`config.mk`:
```
export PLATFORM = sky130hd
export DESIGN_NAME = read_log_uart_tx
export DESIGN_NICKNAME = d
export VERILOG_FILES = /design/src/rtl/read_log_uart_tx.sv
export SDC_FILE = /design/constraint.sdc
export NUM_CORES = 1
export LEC_CHECK = 0
export CAP_MARGIN = 25
export CORE_MARGIN = 2
export CORE_UTILIZATION = 50
export DETAILED_ROUTE_END_ITERATION = 8
export PLACE_DENSITY_LB_ADDON = 0.3
export SLEW_MARGIN = 20
export SYNTH_ARGS = -nofsm -noshare
export SYNTH_HDL_FRONTEND = slang
export SYNTH_SLANG_ARGS = --single-unit
```
`constraint.sdc`:
```
create_clock -name clk -period 2.9 [get_ports clk]
set_input_delay 0.29 -clock clk [delete_from_list [all_inputs] [get_ports clk]]
set_output_delay 0.29 -clock clk [all_outputs]
set_load 0.05 [all_outputs]
```
`src/rtl/read_log_uart_tx.sv`:
```
//------------------------------------------------------------------------------
// read_log_uart_tx: queues one {src,data} record per completed master read and
// streams each record as a header byte plus a data byte over an 8N1 UART line.
// Rev 1.0
//------------------------------------------------------------------------------
`default_nettype none

module read_log_uart_tx #(
  parameter logic [4:0] READ_DONE_STATE = 5'd9,
  parameter int         DEPTH           = 8,
  parameter int         CLKS_PER_BIT    = 434
) (
  input  logic                     clk,
  input  logic                     reset,
  input  logic [4:0]               m1_state,
  input  logic [4:0]               m2_state,
  input  logic [7:0]               m1_data_read,
  input  logic [7:0]               m2_data_read,
  output logic                     tx,
  output logic                     busy,
  output logic [$clog2(DEPTH):0]   fifo_count,
  output logic [7:0]               drop_count
);

  localparam int               AW         = $clog2(DEPTH);
  localparam int               CNT_W      = AW + 1;
  localparam int               CW         = $clog2(CLKS_PER_BIT);
  localparam logic [CNT_W-1:0] C_FULL     = CNT_W'(DEPTH);
  localparam logic [CW-1:0]    C_BIT_LAST = CW'(CLKS_PER_BIT - 1);
  localparam logic [7:0]       C_HDR_M1   = 8'hA1;
  localparam logic [7:0]       C_HDR_M2   = 8'hA2;

  typedef enum logic [1:0] {
    S_IDLE  = 2'd0,
    S_START = 2'd1,
    S_DATA  = 2'd2,
    S_STOP  = 2'd3
  } state_t;

  // Event detect and pending-record registers
  logic [4:0]       m1_prev_q, m1_prev_d;
  logic [4:0]       m2_prev_q, m2_prev_d;
  logic             pend_valid_q, pend_valid_d;
  logic [8:0]       pend_rec_q, pend_rec_d;

  // FIFO
  logic [8:0]       mem_q [DEPTH];
  logic [AW-1:0]    wr_ptr_q, wr_ptr_d;
  logic [AW-1:0]    rd_ptr_q, rd_ptr_d;
  logic [CNT_W-1:0] count_q, count_d;
  logic [7:0]       drop_q, drop_d;

  // Transmitter
  state_t           state_q, state_d;
  logic [CW-1:0]    bit_cnt_q, bit_cnt_d;
  logic [2:0]       bit_idx_q, bit_idx_d;
  logic [7:0]       shift_q, shift_d;
  logic [7:0]       data_q, data_d;
  logic             second_q, second_d;
  logic             tx_q, tx_d;
  logic             busy_q, busy_d;

  logic             ev1, ev2;
  logic             wr_valid;
  logic [8:0]       wr_rec;
  logic             full, pop, push, drop;
  logic [8:0]       rd_rec;
  logic             bit_last;

  // Event detect, write arbitration and FIFO bookkeeping
  always_comb begin
    ev1          = (m1_state == READ_DONE_STATE) && (m1_prev_q != READ_DONE_STATE);
    ev2          = (m2_state == READ_DONE_STATE) && (m2_prev_q != READ_DONE_STATE);
    m1_prev_d    = m1_state;
    m2_prev_d    = m2_state;

    wr_valid     = 1'b0;
    wr_rec       = 9'd0;
    pend_valid_d = 1'b0;
    pend_rec_d   = pend_rec_q;
    // A deferred m2 record always goes first; any fresh event is deferred instead.
    if (pend_valid_q) begin
      wr_valid     = 1'b1;
      wr_rec       = pend_rec_q;
      pend_valid_d = ev1 | ev2;
      pend_rec_d   = ev1 ? {1'b0, m1_data_read} : {1'b1, m2_data_read};
    end else if (ev1) begin
      wr_valid     = 1'b1;
      wr_rec       = {1'b0, m1_data_read};
      pend_valid_d = ev2;
      pend_rec_d   = {1'b1, m2_data_read};
    end else if (ev2) begin
      wr_valid     = 1'b1;
      wr_rec       = {1'b1, m2_data_read};
    end

    full   = (count_q == C_FULL);
    pop    = (state_q == S_IDLE) && (count_q != '0);
    push   = wr_valid && (!full || pop);
    drop   = wr_valid && full && !pop;
    rd_rec = mem_q[rd_ptr_q];

    wr_ptr_d = push ? wr_ptr_q + AW'(1) : wr_ptr_q;
    rd_ptr_d = pop  ? rd_ptr_q + AW'(1) : rd_ptr_q;
    unique case ({push, pop})
      2'b10:   count_d = count_q + CNT_W'(1);
      2'b01:   count_d = count_q - CNT_W'(1);
      default: count_d = count_q;
    endcase
    drop_d = (drop && (drop_q != 8'hFF)) ? drop_q + 8'd1 : drop_q;
  end

  // Transmitter next-state: header frame, then data frame back to back
  always_comb begin
    state_d   = state_q;
    bit_cnt_d = bit_cnt_q;
    bit_idx_d = bit_idx_q;
    shift_d   = shift_q;
    data_d    = data_q;
    second_d  = second_q;
    tx_d      = tx_q;
    busy_d    = busy_q;
    bit_last  = (bit_cnt_q == C_BIT_LAST);

    unique case (state_q)
      S_IDLE: begin
        if (pop) begin
          data_d    = rd_rec[7:0];
          shift_d   = rd_rec[8] ? C_HDR_M2 : C_HDR_M1;
          second_d  = 1'b0;
          busy_d    = 1'b1;
          tx_d      = 1'b0;
          bit_cnt_d = '0;
          state_d   = S_START;
        end
      end
      S_START: begin
        if (bit_last) begin
          bit_cnt_d = '0;
          bit_idx_d = 3'd0;
          tx_d      = shift_q[0];
          state_d   = S_DATA;
        end else begin
          bit_cnt_d = bit_cnt_q + CW'(1);
        end
      end
      S_DATA: begin
        if (bit_last) begin
          bit_cnt_d = '0;
          if (bit_idx_q == 3'd7) begin
            tx_d    = 1'b1;
            state_d = S_STOP;
          end else begin
            bit_idx_d = bit_idx_q + 3'd1;
            shift_d   = {1'b0, shift_q[7:1]};
            tx_d      = shift_q[1];
          end
        end else begin
          bit_cnt_d = bit_cnt_q + CW'(1);
        end
      end
      S_STOP: begin
        if (bit_last) begin
          bit_cnt_d = '0;
          if (!second_q) begin
            second_d = 1'b1;
            shift_d  = data_q;
            tx_d     = 1'b0;
            state_d  = S_START;
          end else begin
            busy_d  = 1'b0;
            state_d = S_IDLE;
          end
        end else begin
          bit_cnt_d = bit_cnt_q + CW'(1);
        end
      end
      default: state_d = S_IDLE;
    endcase
  end

  always_ff @(posedge clk) begin
    if (push) begin
      mem_q[wr_ptr_q] <= wr_rec;
    end
  end

  always_ff @(posedge clk) begin
    if (reset) begin
      m1_prev_q    <= READ_DONE_STATE;
      m2_prev_q    <= READ_DONE_STATE;
      pend_valid_q <= 1'b0;
      pend_rec_q   <= 9'd0;
      wr_ptr_q     <= '0;
      rd_ptr_q     <= '0;
      count_q      <= '0;
      drop_q       <= 8'd0;
      state_q      <= S_IDLE;
      bit_cnt_q    <= '0;
      bit_idx_q    <= 3'd0;
      shift_q      <= 8'd0;
      data_q       <= 8'd0;
      second_q     <= 1'b0;
      tx_q         <= 1'b1;
      busy_q       <= 1'b0;
    end else begin
      m1_prev_q    <= m1_prev_d;
      m2_prev_q    <= m2_prev_d;
      pend_valid_q <= pend_valid_d;
      pend_rec_q   <= pend_rec_d;
      wr_ptr_q     <= wr_ptr_d;
      rd_ptr_q     <= rd_ptr_d;
      count_q      <= count_d;
      drop_q       <= drop_d;
      state_q      <= state_d;
      bit_cnt_q    <= bit_cnt_d;
      bit_idx_q    <= bit_idx_d;
      shift_q      <= shift_d;
      data_q       <= data_d;
      second_q     <= second_d;
      tx_q         <= tx_d;
      busy_q       <= busy_d;
    end
  end

  assign tx         = tx_q;
  assign busy       = busy_q;
  assign fifo_count = count_q;
  assign drop_count = drop_q;

endmodule

`default_nettype wire

```
# Word level (Yosys, flattened, before mapping)
# Memory sizes are Yosys's and may differ from the RTL's. A register that Yosys moved wholly into a read port is not among the register bits.
# Index checks and enable logic that the tools add are counted.
# totals
n_memories	1
inputBits	28
ram_bits	72
output_inout_bits	14
register_bits	71
# classes
reduce_logical	25
bitwise	1
n_eq_ne	21
addsub	7
n_mux	50
# memory_table
memory	words	word_bits	read_ports	rd_ports_with_merged_regs	wr	line	source
mem_q	8	9	1	1	1	47	logic [8:0] mem_q [DEPTH];
# ops
operator	n
two-way mux 9 bit	8
two-way mux 8 bit	5
case mux 8 bit (3 select lines)	1
two-way mux 1 bit	18
case mux 9 bit (2 select lines)	1
!= test 2 bit, second input constant	8
two-way mux 3 bit	5
two-way mux 2 bit	6
== test 5 x 4 -> 1 bit, second input constant	2
!= test 5 x 4 -> 1 bit, second input constant	2
AND reduction 5 bit	2
adder 3 x 1 -> 3 bit, second input constant	3
adder 9 x 1 -> 9 bit, second input constant	1
== test 9 bit, second input constant	1
adder 8 x 1 -> 8 bit, second input constant	1
!= test 8 bit, second input constant	1
case mux 2 bit (4 select lines)	1
case mux 4 bit (2 select lines)	1
AND reduction 4 bit	2
nonzero test 2 bit	4
logical AND 1 bit	7
== test 2 bit, second input constant	3
case mux 3 bit (2 select lines)	1
AND reduction 6 bit	1
16 further kinds	19

# Longest topological paths before layout
# Gate-level depths: netlist (run 1).
# depth
word_depth	8
mapped_depth	11
depth_no_buf	10

# Worst setup path before layout (run 1)
# No wires, ideal clock.
# synth_path
path_type	flip-flop to flip-flop
start	reg count_q[1], in the netlist fifo_count[1]
end	reg count_q[2], in the netlist fifo_count[2]
arrival_ns	2.503
stages_incl_launch_ff	12
slack_ns	0.276
setup_ns	0.121
cell_sequence	dfxtp_1 > or3_1 > buf_6 > o21a_1 > clkbuf_1 > nand2_1 > xnor2_1 > ha_1 > nor2_1 > nand2_1 > mux2i_1 > mux2_2
# synth_via
elab_chain_len	6
word_cells_on_any_way	12
# synth_rtl
element	line	source
start: declaration	50	logic [CNT_W-1:0] count_q, count_d;
start signal: assignment	213	count_q <= count_d;
== test 4 bit / nonzero test 4 bit (equally long branches)	97, 98	
zero test 1 bit / logical AND 1 bit (equally long branches)	99, 98	
logical OR 1 bit	99	push = wr_valid && (!full || pop);
logical AND 1 bit	99	
== test 2 x 1 -> 1 bit / == test 2 bit (equally long branches)	105	unique case ({push, pop})
case mux 4 bit (2 select lines) / nonzero test 2 bit (equally long branches)	--	
# Parallel ways exist; a longest one is shown, timed or not.
# A chain may end at the register's enable or synchronous reset.

# Final worst setup path (run 1)
# layout_path
start	reg m2_prev_q[2]
end	reg count_q[2], in the netlist fifo_count[2]
# layout_via
elab_chain_len	8
word_cells_on_any_way	10
# layout_rtl
element	line	source
start: declaration	42	logic [4:0] m2_prev_q, m2_prev_d;
start signal: assignment	208	m2_prev_q <= m2_prev_d;
!= test 5 x 4 -> 1 bit (*)	73	ev2 = (m2_state == READ_DONE_STATE) && (m2_prev_q != READ_DONE_STATE);
logical AND 1 bit (*)	73	
two-way mux 1 bit (*)	92	end else if (ev2) begin
two-way mux 1 bit (*)	87	end else if (ev1) begin
two-way mux 1 bit (*)	82	if (pend_valid_q) begin
logical AND 1 bit (*)	99	
== test 2 x 1 -> 1 bit / == test 2 bit (equally long branches)	105	
case mux 4 bit (2 select lines) / nonzero test 2 bit (equally long branches)	--	
# Every way passes the cells marked *; elsewhere a longest branch is shown, timed or not.

==> metrics.md, run 1 <==
| Metric | Value |
|---|---|
| Total clock buffers created by CTS | 17 |
| GP Congestion | 0.8543 |
| N_diodes | 0 |
| Die H | 117.0 µm |
| Worst-Margin Slew | 0.7402 ns |
| Library cells used by synthesis | 62 |
| Status | completed |
| Dominant cells by area after synthesis | edfxtp_1 34%, dfxtp_1 23%, mux4_2 6.4%, mux2i_1 3.9%, a211oi_1 3.3% |
| CP Class | reg2reg |
| Post-Syn Area | 6380 µm² |
| Hold WC Path Type | in2reg |
| Required @ worst endpoint | 3.20 ns |
| Tot Pwr | 6.352 mW |
| Mapped Nets | 569 |
| Power Density | 836.4 nW/µm² |
| #FFs+latches synth | 146 |
| Sinks on Clock Net | 146 |
| Min Hold Slack | 0.4208 ns |
| Initial antenna violation count | 0 |
| Global route overflow | 0 |
| Post-CTS setup buffers | 0 |
| Final net count | 622 |
| Ports | 42 |
| DR vias | 4,300 |
| Fill cells | 1,048 |
| Leakage | 2.641 nW |
| Final Hold Vio Count | 0 |
| Switch Pwr | 2.082 mW |
| Port bufs | 41 |
| Slowest stage cell on the critical path | nor4bb_1 |
| Crit path max-delay family | simple AND/OR/NAND/NOR gates |
| Share of cells above drive strength 1 | 14.79% |
| Most used cell, CP | nand2_1 |
| Post-synth ARST share | 0% |
| Area share of the largest cell type after synthesis | 33.89% |
| YS warnings | 0 |
| Sequential share of power | 39.1% |
| Routed len/inst | 16.37 µm |
| Period Utilization, post-route | 90.94% |
| Pin count of the biggest net entering global routing | 44 |
| Residual DRC | 0 |
| Final setup violation count | 0 |
| Slew Limit Headroom | 50.65% |
| Crit-path cells | nor4bb_1 -> a211oi_4 -> nor3_2 -> nand2_1 -> xnor2_1 -> ha_1 -> nor2_1 -> nand2_1 -> mux2i_1 -> mux2_2 |
| Total wire length | 12.56 mm |
| Resize count post-CTS | 0 |
| Tot GR Track Use | 19.82% |
| ANT nets after route | 0 |
| Register area share after synthesis | 57.11% |
| Synth Flop Type | dfxtp_1 |
| CTS tree | yes |
| Synth Instances | 529 |
| Post-DR vias/cell | 5.606 |
| Clock root buffer | clkbuf_16 |
| Internal power | 4.270 mW |
| Worst-case vdd ir drop | 0.0004645 V |
| Core area | 12,520 µm² |
| Area of the die | 13,680 µm² |
| Drt pass-1 iters | 5 |
| F_max | 379.2 MHz |
| CP Data Arrival Time | 2.94 ns |
| Final max-slew violation count | 0 |
| Initial core utilization | 50.97% |
| Critical Path Sink Type | flip-flop |
| Commonest non-fill, non-tap cell in the layout | dfxtp_1 |
| Yosys top cell by area | edfxtp_1 |
| Net Sw Frac | 32.77% |
| Setup TNS | 0 ns |
| Syn Area/Cell | 12.06 µm² |
| WP buf/inv | 0 |
| Logic pwr share | 30.1% |
| First-pass GRT wire length | 20.58 mm |
| Clk buf depth | 2 |
| Number of global-route vias before repair | 4,158 |
| DIE WIDTH | 117.0 µm |
| Max FO, Critical Path | 5 |
| Syn-to-layout area delta | 19.04% |
| MaxCap Viol Count | 0 |
| Clk slew on worst S/H paths | 0.06 ns |
| CTS HTree Levels | 4 |
| Site row count | 41 |
| Fin crit period | 2.637 ns |
| Worst skew pair latency | 0.42 ns |
| DR iter-0 viols | 368 |
| Crit path largest cell delay | 0.53 ns |
| CP startpoint kind | flip-flop |
| Clk network pwr share | 30.9% |
| Unrepaired setup endpoints after global routing | false |
| Dpl hpwl | 8.340 mm |
| Commonest non-fill, non-tap cells in the layout | 74 x dfxtp_1, 72 x edfxtp_1, 50 x nor2_1 |
| Skew final | 0.005144 ns |
| Post-synth EDFFs | 72 |
| Hold buffer count at CTS | 0 |
-- cells by family (layout without fill, tap and decap cells) --
| group | Yosys count | after routing | share of synthesized area, % |
|---|---|---|---|
| buf+inv | 48 | 114 | 3.099 |
| xor+xnor | 8 | 8 | 1.098 |
| fa+ha+maj | 12 | 12 | 2.353 |
| mux | 48 | 48 | 11.22 |
| flops | 146 | 146 | 57.11 |
| compound gates | 113 | 113 | 12.87 |
| simple gates | 154 | 154 | 12.26 |
-- flip-flops by register name (all words and copies together), names as in the netlist, named ones only --
signal	flops
second_q	1
pend_rec_q	9
m1_prev_q	5
tx	1
drop_count	8
fifo_count	4
bit_cnt_q	9
bit_idx_q	3
data_q	8
pend_valid_q	1
state_q	2
mem_q	72
rd_ptr_q	3
wr_ptr_q	3
m2_prev_q	5
shift_q	8
busy	1
-- path summary, 6_finish.rpt --
kind,start,endpoint,slack (ns),depth (start not counted)
max,m2_prev_q[2],fifo_count[2],0.26,10
min,reset,drop_count[0],0.42,2
max reg2reg,m2_prev_q[2],fifo_count[2],0.26,10
min reg2reg,shift_q[6],shift_q[6],0.46,2
-- synthesized netlist by cell type, drive strengths merged, types with 2 or more instances --
cell,n
buf,12
nand2b,5
nor2,50
or3,5
o211a,2
nand2,32
nand3,7
and3,3
nor2b,20
a221oi,6
edfxtp,72
a31oi,4
nand3b,2
or2,5
and4,2
a311oi,4
nor3b,2
o311ai,2
or4,2
nand4b,2
a211oi,29
o31ai,7
o21ai,22
clkbuf,22
inv,14
mux2,5
ha,12
mux2i,25
a21oi,14
xnor2,4
a22oi,13
nor3,9
xor2,4
mux4,18
nand4bb,3
dfxtp,74
-- layer usage --
layer	vias to the layer above	share of wire, %	global-route usage (%)
met2	92	50	33.26
met4	0	0.98	5.490
met3	11	4.2	5.870
met1	2100	45	25.23
li1	2097	-	-
met5	-	0	0
-- cell type report --
type                            instances  area [µm²]  area share [%]
Sequential cell                       146        3643           47.97
Multi-Input combinational cell        335        2539           33.43
Timing Repair Buffer                   68       608.1           8.007
Clock buffer                           18       429.2           5.651
Tap cell                              172       215.2           2.834
Clock inverter                         14       107.6           1.417
Inverter                               14       52.55          0.6919
-- worst register-to-register path, cell delays in order, from the launching register on --
cell	delay, ns
dfxtp_1	0.30
nor4bb_1	0.53
a211oi_4	0.16
nor3_2	0.34
nand2_1	0.14
xnor2_1	0.18
ha_1	0.22
nor2_1	0.09
nand2_1	0.07
mux2i_1	0.15
mux2_2	0.35
-- through the flow --
step | instances | util [%] | setup WS (ns) | cell area, µm²
after floorplan | 529 | - | 0.2759 | 6380
after global placement | 735 | 56.39 | 0.3100 | 7058
after detailed placement | 735 | 56.39 | 0.2112 | 7058
after CTS | 767 | 60.68 | 0.2714 | 7595
after global routing | 767 | 60.68 | 0.01437 | 7595
final | 767 | 60.68 | 0.2627 | 7595
-- power by group through the flow --
| stage | clock network [mW] | registers [mW] | logic (mW) |
|---|---|---|---|
| 3_5_place_dp | 0 | 2.52 | 1.90 |
| 5_1_grt | 2.10 | 2.51 | 2.11 |
| 3_3_place_gp | 0 | 2.51 | 1.85 |
| 4_1_cts | 1.99 | 2.48 | 1.93 |
| 2_1_floorplan | 0 | 2.58 | 1.39 |
| 6_report | 1.96 | 2.48 | 1.91 |
Note: power is estimated with default switching activity, not from simulation.
==> run 2: changes to the inputs <==
==> constraint.sdc (replaced) <==
create_clock -name clk -period 2.14 [get_ports clk]
set_input_delay 0.214 -clock clk [delete_from_list [all_inputs] [get_ports clk]]
set_output_delay 0.214 -clock clk [all_outputs]
set_load 0.05 [all_outputs]
==> run 2 against run 1 <==
The flow now finishes with violations (negative setup slack). Clock-buffer cell count unchanged. Register-to-register slack worse by 0.31 ns. Utilization up 4.4 points. Sequential share of layout area down 3.1 points. Global-route usage up 2.1 points. Critical endpoint unchanged.
==> metrics.md, run 2 (synthesis gave the netlist of run 1 again) <==
| Metric | Value |
|---|---|
| Total wire length | 14.14 mm (+13%) |
| DR vias | 4,534 (+5.4%) |
| Clock root buffer | clkbuf_16 |
| Hold buffer count at CTS | 0 (unchanged) |
| Die H | 117.0 µm (unchanged) |
| Hold Crit Depth | 2 (unchanged) |
| CP startpoint kind | flip-flop |
| Initial antenna violation count | 0 (unchanged) |
| Top reg by flops | mem_q |
| CP Class | reg2reg |
| Area of the die | 13,680 µm² (unchanged) |
| Leakage | 2.893 nW (+9.5%) |
| Hold WC Path Type | in2reg |
| Final net count | 659 (+5.9%) |
| Placed Cells | 767 (+4.4%) |
| Skew final | 0.01116 ns (+0.006019 ns) |
| Initial core utilization | 50.97% (unchanged) |
| Share of cells above drive strength 1 | 24.84% (+10 points) |
| Worst-Margin Slew | 0.6021 ns (-0.1381 ns) |
| Worst-case vdd ir drop | 0.0006526 V (+40%) |
| Core area | 12,520 µm² (unchanged) |
| Power Density | 1142 nW/µm² (+37%) |
| Dpl hpwl | 9.382 mm (+13%) |
| Clk buf depth | 2 (unchanged) |
| Pin count of the biggest net entering global routing | 34 (-23%) |
| GP Congestion | 0.8263 (-3.3%) |
| Setup crit end | fifo_count[2] |
| DR iter-0 viols | 385 (+4.6%) |
| Fin crit period | 2.191 ns (-0.4467 ns) |
| F_max | 456.5 MHz (+20%) |
| CTS tree | yes |
| Failing checks | negative setup slack |
| Fin worst setup slack | -0.05063 ns (-0.3133 ns) |
| ANT nets after route | 0 (unchanged) |
| MaxCap Viol Count | 0 (unchanged) |
| Final Hold Vio Count | 0 (unchanged) |
| Post-DR vias/cell | 5.639 (+0.59%) |
| Worst skew pair latency | 0.43 ns (about the same) |
| CP startpoint | m2_prev_q[4] |
| Final std cells w/o fill | 804 (+4.8%) |
| Residual DRC | 0 (unchanged) |
| Drt pass-1 iters | 5 (unchanged) |
| Commonest non-fill, non-tap cells in the layout | 72 x edfxtp_1, 66 x dfxtp_1, 55 x buf_4 |
| CP Data Arrival Time | 2.51 ns (-0.43 ns) |
| Unrepaired setup endpoints after global routing | true |
| Worst R2R Setup Slack | -0.05 ns (-0.31 ns) |
| First-pass GRT wire length | 22.31 mm (+8.4%) |
| Max reg flops | 72 (unchanged) |
| Required @ worst endpoint | 2.46 ns (-0.74 ns) |
| Largest registers | mem_q x72, bit_cnt_q x9, pend_rec_q x9 |
| Site row count | 41 (unchanged) |
| Tot GR Track Use | 21.89% (+2.1 points) |
| Total clock buffers created by CTS | 17 (unchanged) |
| Setup slack at placement | -0.6060 ns (-0.8171 ns) |
| Critical R2R Launch | m2_prev_q[4] |
| Commonest non-fill, non-tap cell in the layout | edfxtp_1 |
| Clk slew on worst S/H paths | 0.06 ns (about the same) |
| Final max-slew violation count | 0 (unchanged) |
| Ports | 42 (unchanged) |
| Global route overflow | 0 (unchanged) |
| Period Utilization, post-route | 102.4% (+11 points) |
| Routed len/inst | 17.58 µm (+7.4%) |
| Critical Path Sink Type | flip-flop |
| Slew Limit Headroom | 59.86% (+9.2 points) |
| Final setup violation count | 1 (+1) |
| Syn-to-layout area delta | 27.69% |
| R2R cell count | 11 (+1) |
| N_diodes | 0 (unchanged) |
| FF-to-FF End | fifo_count[2] |
| Max FO, Critical Path | 3 (-2) |
| Sinks on Clock Net | 146 (unchanged) |
| CTS HTree Levels | 4 (unchanged) |
| Number of global-route vias before repair | 4,425 (+6.4%) |
| Status | finished, violations left |
| DIE WIDTH | 117.0 µm (unchanged) |
| Min Hold Slack | 0.2883 ns (-0.1325 ns) |
| Port bufs | 41 (unchanged) |
## run 2: changes by cell type in the layout (fill, tap and decap cells not counted), sizes merged
| cell | previous run | this run |
|---|---|---|
| bufinv | 0 | 2 |
| inv | 19 | 20 |
| buf | 28 | 65 |
| clkinv | 6 | 4 |
| clkinvlp | 3 | 2 |
## run 2: layer usage
layer,up-vias,part of all wire (%),track usage (%)
met5,-,0,0
met4,0,1.7,8.627
met3,22,4.4,5.561
met2,117,50,36.07
met1,2219,44,27.94
li1,2176,-,-
## run 2: through the flow
step | utilization [%] | power [mW] | cell area (µm²) | setup TNS (ns)
finish | 65.08 | 9.303 | 8147 | -0.05063
global route | 65.08 | 9.807 | 8147 | -1.246
CTS | 64.10 | 9.323 | 8024 | -1.054
detailed placement | 59.15 | 6.379 | 7403 | -64.65
global placement | 59.15 | 6.307 | 7403 | -51.38
floorplan | - | 5.465 | 6445 | -0.1495
## run 2: report_power, final
group,internal (mW),switching (mW)
Clock,1.73,1.20
Sequential,3.18,0.174
Combinational,1.47,1.55
Total,6.38,2.92
## run 2: area by class of cell
type                       count  area [µm²]
tap                          172       215.2
timing repair buffer         105       954.7
inverter                      14       52.55
fill                         942        4370
clock buffer                  18       429.2
clock inverter                14       151.4
sequential                   146        3659
multi-input combinational    335        2685
## run 2: worst min path at each step
stage                      startpoint  slack [ns]             to
after floorplan           m1_state[0]        0.32   m1_prev_q[0]
after global placement     shift_q[4]        0.45     shift_q[4]
after detailed placement   shift_q[6]        0.45     shift_q[6]
after CTS                       reset        0.27  drop_count[0]
after global routing            reset        0.31  drop_count[0]
final                           reset        0.29  drop_count[0]
## run 2: worst max-delay path, stage by stage, from the launching register on
cell and delay (ns):
dfxtp_2 0.33, nor4bb_4 0.35, a211oi_4 0.12, buf_6 0.14
nor3_4 0.15, nand2_2 0.08, xnor2_1 0.12, ha_2 0.17
nor2_1 0.08, nand2_1 0.05, mux2i_1 0.15, mux2_2 0.34
## run 2: what timing repair did
item / in CTS / in global routing
setup buffers: 1 / 4
endpoints found under the setup margin: 145 / 141
cloned: 1 / 0
pin swaps: 3 / 6
gates resized for setup: 8 / 18
